$ cat config.mk
export PLATFORM = sky130hd
export DESIGN_NAME = burst_write_gen
export DESIGN_NICKNAME = d
export VERILOG_FILES = /design/src/rtl/traffic_gen_pkg.sv /design/src/rtl/sat_counter.sv /design/src/rtl/burst_write_gen.sv
export SDC_FILE = /design/constraint.sdc
export NUM_CORES = 1
export LEC_CHECK = 0
export BUFFER_PORTS_ARGS = -buffer_cell sky130_fd_sc_hd__buf_2
export CAP_MARGIN = 20
export CELL_PAD_IN_SITES_DETAIL_PLACEMENT = 1
export CELL_PAD_IN_SITES_GLOBAL_PLACEMENT = 1
export CORE_MARGIN = 8
export CORE_UTILIZATION = 30
export DETAILED_ROUTE_END_ITERATION = 8
export GPL_TIMING_DRIVEN = 1
export PLACE_DENSITY_LB_ADDON = 0.25
export SKIP_CTS_REPAIR_TIMING = 1
export SYNTH_ARGS = -nofsm -noshare
export SYNTH_HDL_FRONTEND = slang
export SYNTH_SLANG_ARGS = --single-unit
$ cat constraint.sdc
create_clock -name clk_i -period 4.2 [get_ports clk_i]
set_input_delay 0.42 -clock clk_i [delete_from_list [all_inputs] [get_ports clk_i]]
set_output_delay 0.42 -clock clk_i [all_outputs]
set_load 0.05 [all_outputs]
$ cat src/rtl/traffic_gen_pkg.sv
// Shared state encoding for the burst traffic generators (write now, read later).
package traffic_gen_pkg;

  typedef enum logic [1:0] {
    ST_IDLE  = 2'd0,
    ST_BURST = 2'd1,
    ST_GAP   = 2'd2,
    ST_DONE  = 2'd3
  } tg_state_e;

endpackage

$ cat src/rtl/sat_counter.sv
// Up-counter with synchronous clear (priority over enable) that sticks at all-ones.
module sat_counter #(
  parameter int W = 16
) (
  input  logic         clk_i,
  input  logic         rst_ni,
  input  logic         clr_i,
  input  logic         en_i,
  output logic [W-1:0] cnt_o
);

  logic [W-1:0] cnt_q, cnt_d;

  always_comb begin
    cnt_d = cnt_q;
    if (clr_i) begin
      cnt_d = '0;
    end else if (en_i && !(&cnt_q)) begin
      cnt_d = cnt_q + 1'b1;
    end
  end

  always_ff @(posedge clk_i) begin
    if (!rst_ni) begin
      cnt_q <= '0;
    end else begin
      cnt_q <= cnt_d;
    end
  end

  assign cnt_o = cnt_q;

endmodule

$ cat src/rtl/burst_write_gen.sv
// Issues NUMBER_OF_BURSTS bursts of BURST_SIZE accepted FIFO writes, separated by
// IDLE_CYCLES gap cycles, and reports write/stall statistics for the run.
//
// state    | meaning
// ---------|---------------------------------------------------------------
// ST_IDLE  | waiting for start_i after reset
// ST_BURST | writing whenever wrdy_i is high; stalls counted when low
// ST_GAP   | forced idle between bursts, IDLE_CYCLES long
// ST_DONE  | run complete, statistics frozen until the next start_i
module burst_write_gen
  import traffic_gen_pkg::*;
#(
  parameter int BURST_SIZE       = 10,
  parameter int IDLE_CYCLES      = 10,
  parameter int NUMBER_OF_BURSTS = 10,
  parameter int CNT_W            = 16
) (
  input  logic             clk_i,
  input  logic             rst_ni,
  input  logic             start_i,
  input  logic             wrdy_i,
  output logic             we_o,
  output logic             busy_o,
  output logic             done_o,
  output logic [CNT_W-1:0] sent_cnt_o,
  output logic [CNT_W-1:0] stall_cnt_o,
  output logic [CNT_W-1:0] max_stall_o,
  output logic [CNT_W-1:0] burst_idx_o
);

  localparam logic [CNT_W-1:0] BEAT_LAST  = CNT_W'(BURST_SIZE - 1);
  localparam logic [CNT_W-1:0] BURST_LAST = CNT_W'(NUMBER_OF_BURSTS - 1);
  localparam logic [CNT_W-1:0] GAP_LAST   = (IDLE_CYCLES > 0) ? CNT_W'(IDLE_CYCLES - 1) : '0;
  localparam bit               NO_GAP     = (IDLE_CYCLES == 0);

  tg_state_e        state_q;
  logic             busy_q, done_q;
  logic [CNT_W-1:0] max_stall_q;

  logic             in_burst, in_gap, start_go, stall;
  logic             beat_last, run_last, gap_done, next_burst;
  logic [CNT_W-1:0] beat_cnt, gap_cnt, cur_stall, cur_stall_inc;

  assign in_burst   = (state_q == ST_BURST);
  assign in_gap     = (state_q == ST_GAP);
  assign start_go   = start_i && ((state_q == ST_IDLE) || (state_q == ST_DONE));
  assign we_o       = in_burst && wrdy_i;
  assign stall      = in_burst && !wrdy_i;
  assign beat_last  = we_o && (beat_cnt == BEAT_LAST);
  assign run_last   = beat_last && (burst_idx_o == BURST_LAST);
  assign gap_done   = in_gap && (gap_cnt == GAP_LAST);
  assign next_burst = (beat_last && !run_last && NO_GAP) || gap_done;

  // Value the current-stall counter takes this edge; max tracking compares against it.
  assign cur_stall_inc = (&cur_stall) ? cur_stall : cur_stall + 1'b1;

  sat_counter #(.W(CNT_W)) u_sent_cnt (
    .clk_i(clk_i), .rst_ni(rst_ni), .clr_i(start_go), .en_i(we_o), .cnt_o(sent_cnt_o)
  );

  sat_counter #(.W(CNT_W)) u_stall_cnt (
    .clk_i(clk_i), .rst_ni(rst_ni), .clr_i(start_go), .en_i(stall), .cnt_o(stall_cnt_o)
  );

  sat_counter #(.W(CNT_W)) u_cur_stall_cnt (
    .clk_i(clk_i), .rst_ni(rst_ni), .clr_i(start_go || we_o), .en_i(stall), .cnt_o(cur_stall)
  );

  sat_counter #(.W(CNT_W)) u_beat_cnt (
    .clk_i(clk_i), .rst_ni(rst_ni), .clr_i(start_go || beat_last), .en_i(we_o), .cnt_o(beat_cnt)
  );

  sat_counter #(.W(CNT_W)) u_gap_cnt (
    .clk_i(clk_i), .rst_ni(rst_ni), .clr_i(start_go || beat_last), .en_i(in_gap), .cnt_o(gap_cnt)
  );

  sat_counter #(.W(CNT_W)) u_burst_idx (
    .clk_i(clk_i), .rst_ni(rst_ni), .clr_i(start_go), .en_i(next_burst), .cnt_o(burst_idx_o)
  );

  always_ff @(posedge clk_i) begin
    if (!rst_ni) begin
      state_q     <= ST_IDLE;
      busy_q      <= 1'b0;
      done_q      <= 1'b0;
      max_stall_q <= '0;
    end else begin
      if (stall && (cur_stall_inc > max_stall_q)) begin
        max_stall_q <= cur_stall_inc;
      end
      unique case (state_q)
        ST_IDLE, ST_DONE: begin
          if (start_go) begin
            state_q     <= ST_BURST;
            busy_q      <= 1'b1;
            done_q      <= 1'b0;
            max_stall_q <= '0;
          end
        end
        ST_BURST: begin
          if (run_last) begin
            state_q <= ST_DONE;
            busy_q  <= 1'b0;
            done_q  <= 1'b1;
          end else if (beat_last && !NO_GAP) begin
            state_q <= ST_GAP;
          end
        end
        ST_GAP: begin
          if (gap_done) begin
            state_q <= ST_BURST;
          end
        end
        default: begin
          state_q <= ST_IDLE;
          busy_q  <= 1'b0;
          done_q  <= 1'b0;
        end
      endcase
    end
  end

  assign busy_o      = busy_q;
  assign done_o      = done_q;
  assign max_stall_o = max_stall_q;

endmodule
# After elaboration in Yosys (flattened, before gate mapping)
# Cells that the tools add are included.
[word_totals]
register_bits = 116
latchBits = 0
mem_bits_rw = 0
rom_bits = 0
inputBits = 4
elab_cells = 80
mem_count = 0
[classes]
addsub = 6
n_mul = 0
div = 0
n_lt_le_gt_ge = 1
n_eq_ne = 10
shift = 0
muxes = 15
n_bitwise = 1
reduce_logical = 37
[ops]
columns = ["cell", "count"]
rows = [
  ["$add A16 B1 Y16 const B", 6],
  ["$reduce_and A16 Y1", 6],
  ["$mux W16", 4],
  ["$eq A16 B4 Y1 const B", 3],
  ["$gt A16 B16 Y1", 1],
  ["$logic_and A1 B1 Y1", 13],
  ["$mux W2", 4],
  ["$reduce_or A2 Y1", 4],
  ["$logic_not A1 Y1", 7],
  ["$pmux W2 S3", 1],
  ["$reduce_and A3 Y1", 2],
  ["$eq A2 B2 Y1 const B", 2],
  ["$mux W1", 4],
  ["$ne A2 B1 Y1 const B", 2],
  ["$pmux W1 S2", 2],
  ["$logic_or A1 B1 Y1", 3],
  ["$ne A3 B1 Y1 const B", 1],
  ["$eq A2 B1 Y1 const B", 1],
  ["$logic_not A2 Y1", 1],
  ["$ne A2 B2 Y1 const B", 1],
  ["$reduce_bool A2 Y1", 1],
  ["$not A1 Y1", 1],
]

# Logic depth before layout (Yosys ltp)
[logic_depth]
depth_word = 7
mapped_depth = 14
depth_no_buf = 11

# Cells and area by module
# From an unflattened synthesis, not the netlist that was laid out.
[unflattened]
cells_unflattened = 811
area_unflattened_um2 = 6916.6
[by_module_without_submodules]
columns = ["module", "instances", "cells_per_inst", "area_each_um2"]
rows = [
  ["sat_counter", 6, 96, 854.6],
  ["burst_write_gen", 1, 235, 1789.2],
]

# Worst setup path before layout
# No wires, ideal clock.
[synth_timing]
path_type = "reg2reg"
startpoint = "register u_cur_stall_cnt.cnt_q[0] (netlist: u_cur_stall_cnt.cnt_o[0])"
endpoint = "register max_stall_q[12] (netlist: max_stall_o[12])"
setup_time_ns = 0.072
t_arrival_ns = 3.422
required_ns = 4.128
setup_slack_ns = 0.707
path_stages_with_launch = 13
path_buffers = 2
period_less_slack_ns = 3.493
cell_sequence = "dfxtp_1 ha_1 nand3_2 or4_1 buf_6 mux2_2 ha_1 nand4_1 or4_1 a21o_1 a31oi_4 buf_6 mux2i_1"
[synth_via]
elab_chain_cells = 7
[synth_lines]
columns = ["item", "line", "source"]
rows = [
  ["from (decl)", "sat_counter.sv:12", "logic [W-1:0] cnt_q, cnt_d;"],
  ["from (signal assigned)", "sat_counter.sv:27", "cnt_q <= cnt_d;"],
  ["$add A16 B1 Y16 / $reduce_and A16 Y1 (equally long branches)", "burst_write_gen.sv:55", "assign cur_stall_inc = (&cur_stall) ? cur_stall : cur_stall + 1'b1;"],
  ["$mux W16 *", "burst_write_gen.sv:55", ""],
  ["$gt A16 B16 Y1", "burst_write_gen.sv:88", "if (stall && (cur_stall_inc > max_stall_q)) begin"],
  ["$logic_and A1 B1 Y1", "burst_write_gen.sv:88", ""],
  ["$mux W16 *", "burst_write_gen.sv:88", ""],
  ["$mux W16", "burst_write_gen.sv:93", "if (start_go) begin"],
  ["$mux W16 *", "burst_write_gen.sv:91", "unique case (state_q)"],
  ["to (signal assigned)", "burst_write_gen.sv:89", "max_stall_q <= cur_stall_inc;"],
  ["to (decl)", "burst_write_gen.sv:38", "logic [CNT_W-1:0] max_stall_q;"],
]
# Mark *: on every way between the ends. The rest lies on a longest branch, timed or not.
# A chain may end at the register's enable or synchronous reset.

# Final worst setup path
[layout_timing]
startpoint = "register u_cur_stall_cnt.cnt_q[4] (netlist: u_cur_stall_cnt.cnt_o[4])"
endpoint = "register max_stall_q[14] (netlist: max_stall_o[14])"
# Same word-level chain as after synthesis.

==> run metrics <==
Clock Path Buffers=2; FMAX=0.265 GHz; routed vias=5783; relative slew slack=0.420; number of global-route vias before repair=a little under 6000; Tot GR Track Use=0.140; CTS tree=built; final setup fails=0; async set-reset flop share out of synthesis=0; Yosys warnings=0; CP startpoint kind=flop; DRT Pass-1 Iters=5; crit path capture type=flop; CTS Buf Count=17; CTS H-tree depth=4; HP Class=in -> reg; core region area=0.0216 sq mm; top_reg_cell synth=dfxtp_1; Port-buffer cells=70; largest net degree at the start of global routing=between 40 and 50; Root Buffer Master=clkbuf_16; Initial Util=0.302; Power Total=roughly 3.3 mW; Critical Path Fanout Max=26; worst-skew pair later-pin latency=between 400 and 500 ps; Bufs and invs on worst path=2; first-pass GRT wire length=30600 microns; Post-synth EDFFs=0; CP cell instances=nand3_1 > or4_1 > buf_4 > nor2_1 > or2_2 > ha_1 > nand4_1 > or4_1 > a21o_1 > a31oi_4 > buf_4 > mux2i_1; Cells after Synth=782; DPL Wire Length=13200 microns; Routed Antenna Nets=0; Fin Hold WS=325 ps; routed wire length=18100 microns; Yosys cell types=63; top layer in use=met4; layout cell share with drive strength beyond 1=0.159; most frequent cell after synthesis=dfxtp_1; Congestion Overflow GR=0; final number of hold-violating endpoints=0; met3 routed WL=898 microns; DRC Markers=0; # fillers=2592; worst hold start=rst_ni; Placer Congestion=0.804; CP delay by family, top=simple AND/OR/NAND/NOR gates; Seq/Total Area, Yosys=0.355; post-layout min period=3770 ps; top cells by area, synth=dfxtp_1, nor2_1, xor2_1, ha_1, xnor2_1; max cap viols=0; Static Leak=2.86 nW; I/O pin cnt=between 70 and 80; worst r2r src=u_cur_stall_cnt.cnt_o[4]; Post-Syn Nets=between 800 and 900; Post-synth top cells=dfxtp_1, nor2_1, nand2_1; fin nets=about 870; # clock sinks=116; Met2 Wirelength=8120 microns; initial antenna violation count=0; ant diodes=0; die area=0.0268 sq mm; slowest cell on the critical path=or4_1; Vias per Instance=5.11; Max VDD drop=0.000242 V; Die Y-Extent=164 microns; row cnt=54; Iter 0 DRT Violations=181; setup TNS=0 ps; Mapped Area=0.00654 sq mm; Post-Syn Area per Cell=8.36 sq um; Area Overhead vs Synth=19.1%; Pwr Density=418 mW/mm^2; CP Data Required Time=4540 ps; Die W=164 microns; status=complete, no violations; arrival time worst endpoint=4110 ps; #FFs+latches synth=116; fin. max-slew vios=0; Yosys top cell by area=dfxtp_1; period utilisation layout=0.898; Setup Skew=8.30 ps; CP Launch Point=u_cur_stall_cnt.cnt_o[4]; max incr delay on CP=around 630 ps; wire length per cell=16.0 microns; post-synth top area share=0.355; clock slew at reported path FFs=~50 ps; RSZ-0062 raised after global routing=false; worst setup path class=reg -> reg; Met1 Wirelength=8940 microns; Slew @ Worst Pin=870 ps
## sequential cells by signal (all words and copies together), names as in the netlist, 2 cells and up
signal / flops
max_stall_o: 16
u_beat_cnt.cnt_o: 16
u_burst_idx.cnt_o: 16
u_cur_stall_cnt.cnt_o: 16
u_gap_cnt.cnt_o: 16
u_sent_cnt.cnt_o: 16
u_stall_cnt.cnt_o: 16
state_q: 2
## power breakdown
part | switching, mW | internal [mW] | total (mW)
combinational | 0.304 | 0.130 | 0.434
clock | 0.518 | 1.15 | 1.66
sequential | 0.0269 | 1.13 | 1.15
## kinds of logic (layout without fill, tap and decap cells)
kind of cell	Yosys count	after routing	synth area share
adders and majority gates	27	27	0.0517
AOI/OAI and AO/OA	122	122	0.137
and+or+nand+nor	344	344	0.270
xor gates and xnor gates	76	76	0.102
muxes	23	23	0.0356
DFF	116	116	0.355
buffers and inverters	74	143	0.0480
## through the flow
stage / setup slack, ps / instance area [sq um] / utilization / std cells
after global placement: 550 / 7110 / 0.329 / 1099
after detailed placement: 420 / 7110 / 0.329 / 1099
after global routing: 151 / 7790 / 0.360 / 1131
after floorplan: 707 / 6540 / - / 782
after CTS: 411 / 7790 / 0.360 / 1131
final: 429 / 7790 / 0.360 / 1131
## final timing paths
kind / to / slack (ps) / depth (start not counted)
min reg2reg: max_stall_o[8] / 470 / 2
max: max_stall_o[14] / 430 / 12
min: busy_o / 330 / 2
max reg2reg: max_stall_o[14] / 430 / 12
## layout by cell type, fill, tap and decap left out, types with 5 or more instances in the layout
master and n:
clkbuf_16 17, o31ai_1 6, bufinv_16 5, o22ai_2 5, o211ai_1 9, nand2_1 72, a31oi_1 9, mux2i_1 21
buf_2 70, and4_1 14, inv_1 34, buf_4 7, nor4_1 18, dfxtp_1 116, nand3_1 36, or4_1 10
clkbuf_8 6, o21ai_0 19, or3_1 5, a2111oi_0 5, xnor2_1 35, a21oi_1 22, nor2_1 96, xor2_1 41
a211oi_1 9, nand4_1 28, and3_1 18, ha_1 27, and2_1 5, nor3_1 14, o2111ai_1 9
## layer usage
metal | vias to the layer above | track usage
met5 | - | 0
met1 | 2762 | 0.180
met4 | 0 | 0.0393
met3 | 14 | 0.0449
met2 | 89 | 0.221
li1 | 2918 | -
## area by class of cell
class	instances	area, sq um	area share
Sequential cell	116	2320	0.298
Multi-Input combinational cell	592	3910	0.502
Tap cell	280	350	0.0450
Clock inverter	8	168	0.0215
Inverter	34	128	0.0164
Clock buffer	24	512	0.0657
Timing Repair Buffer	77	403	0.0517
Power figures use the tool's default switching activity.
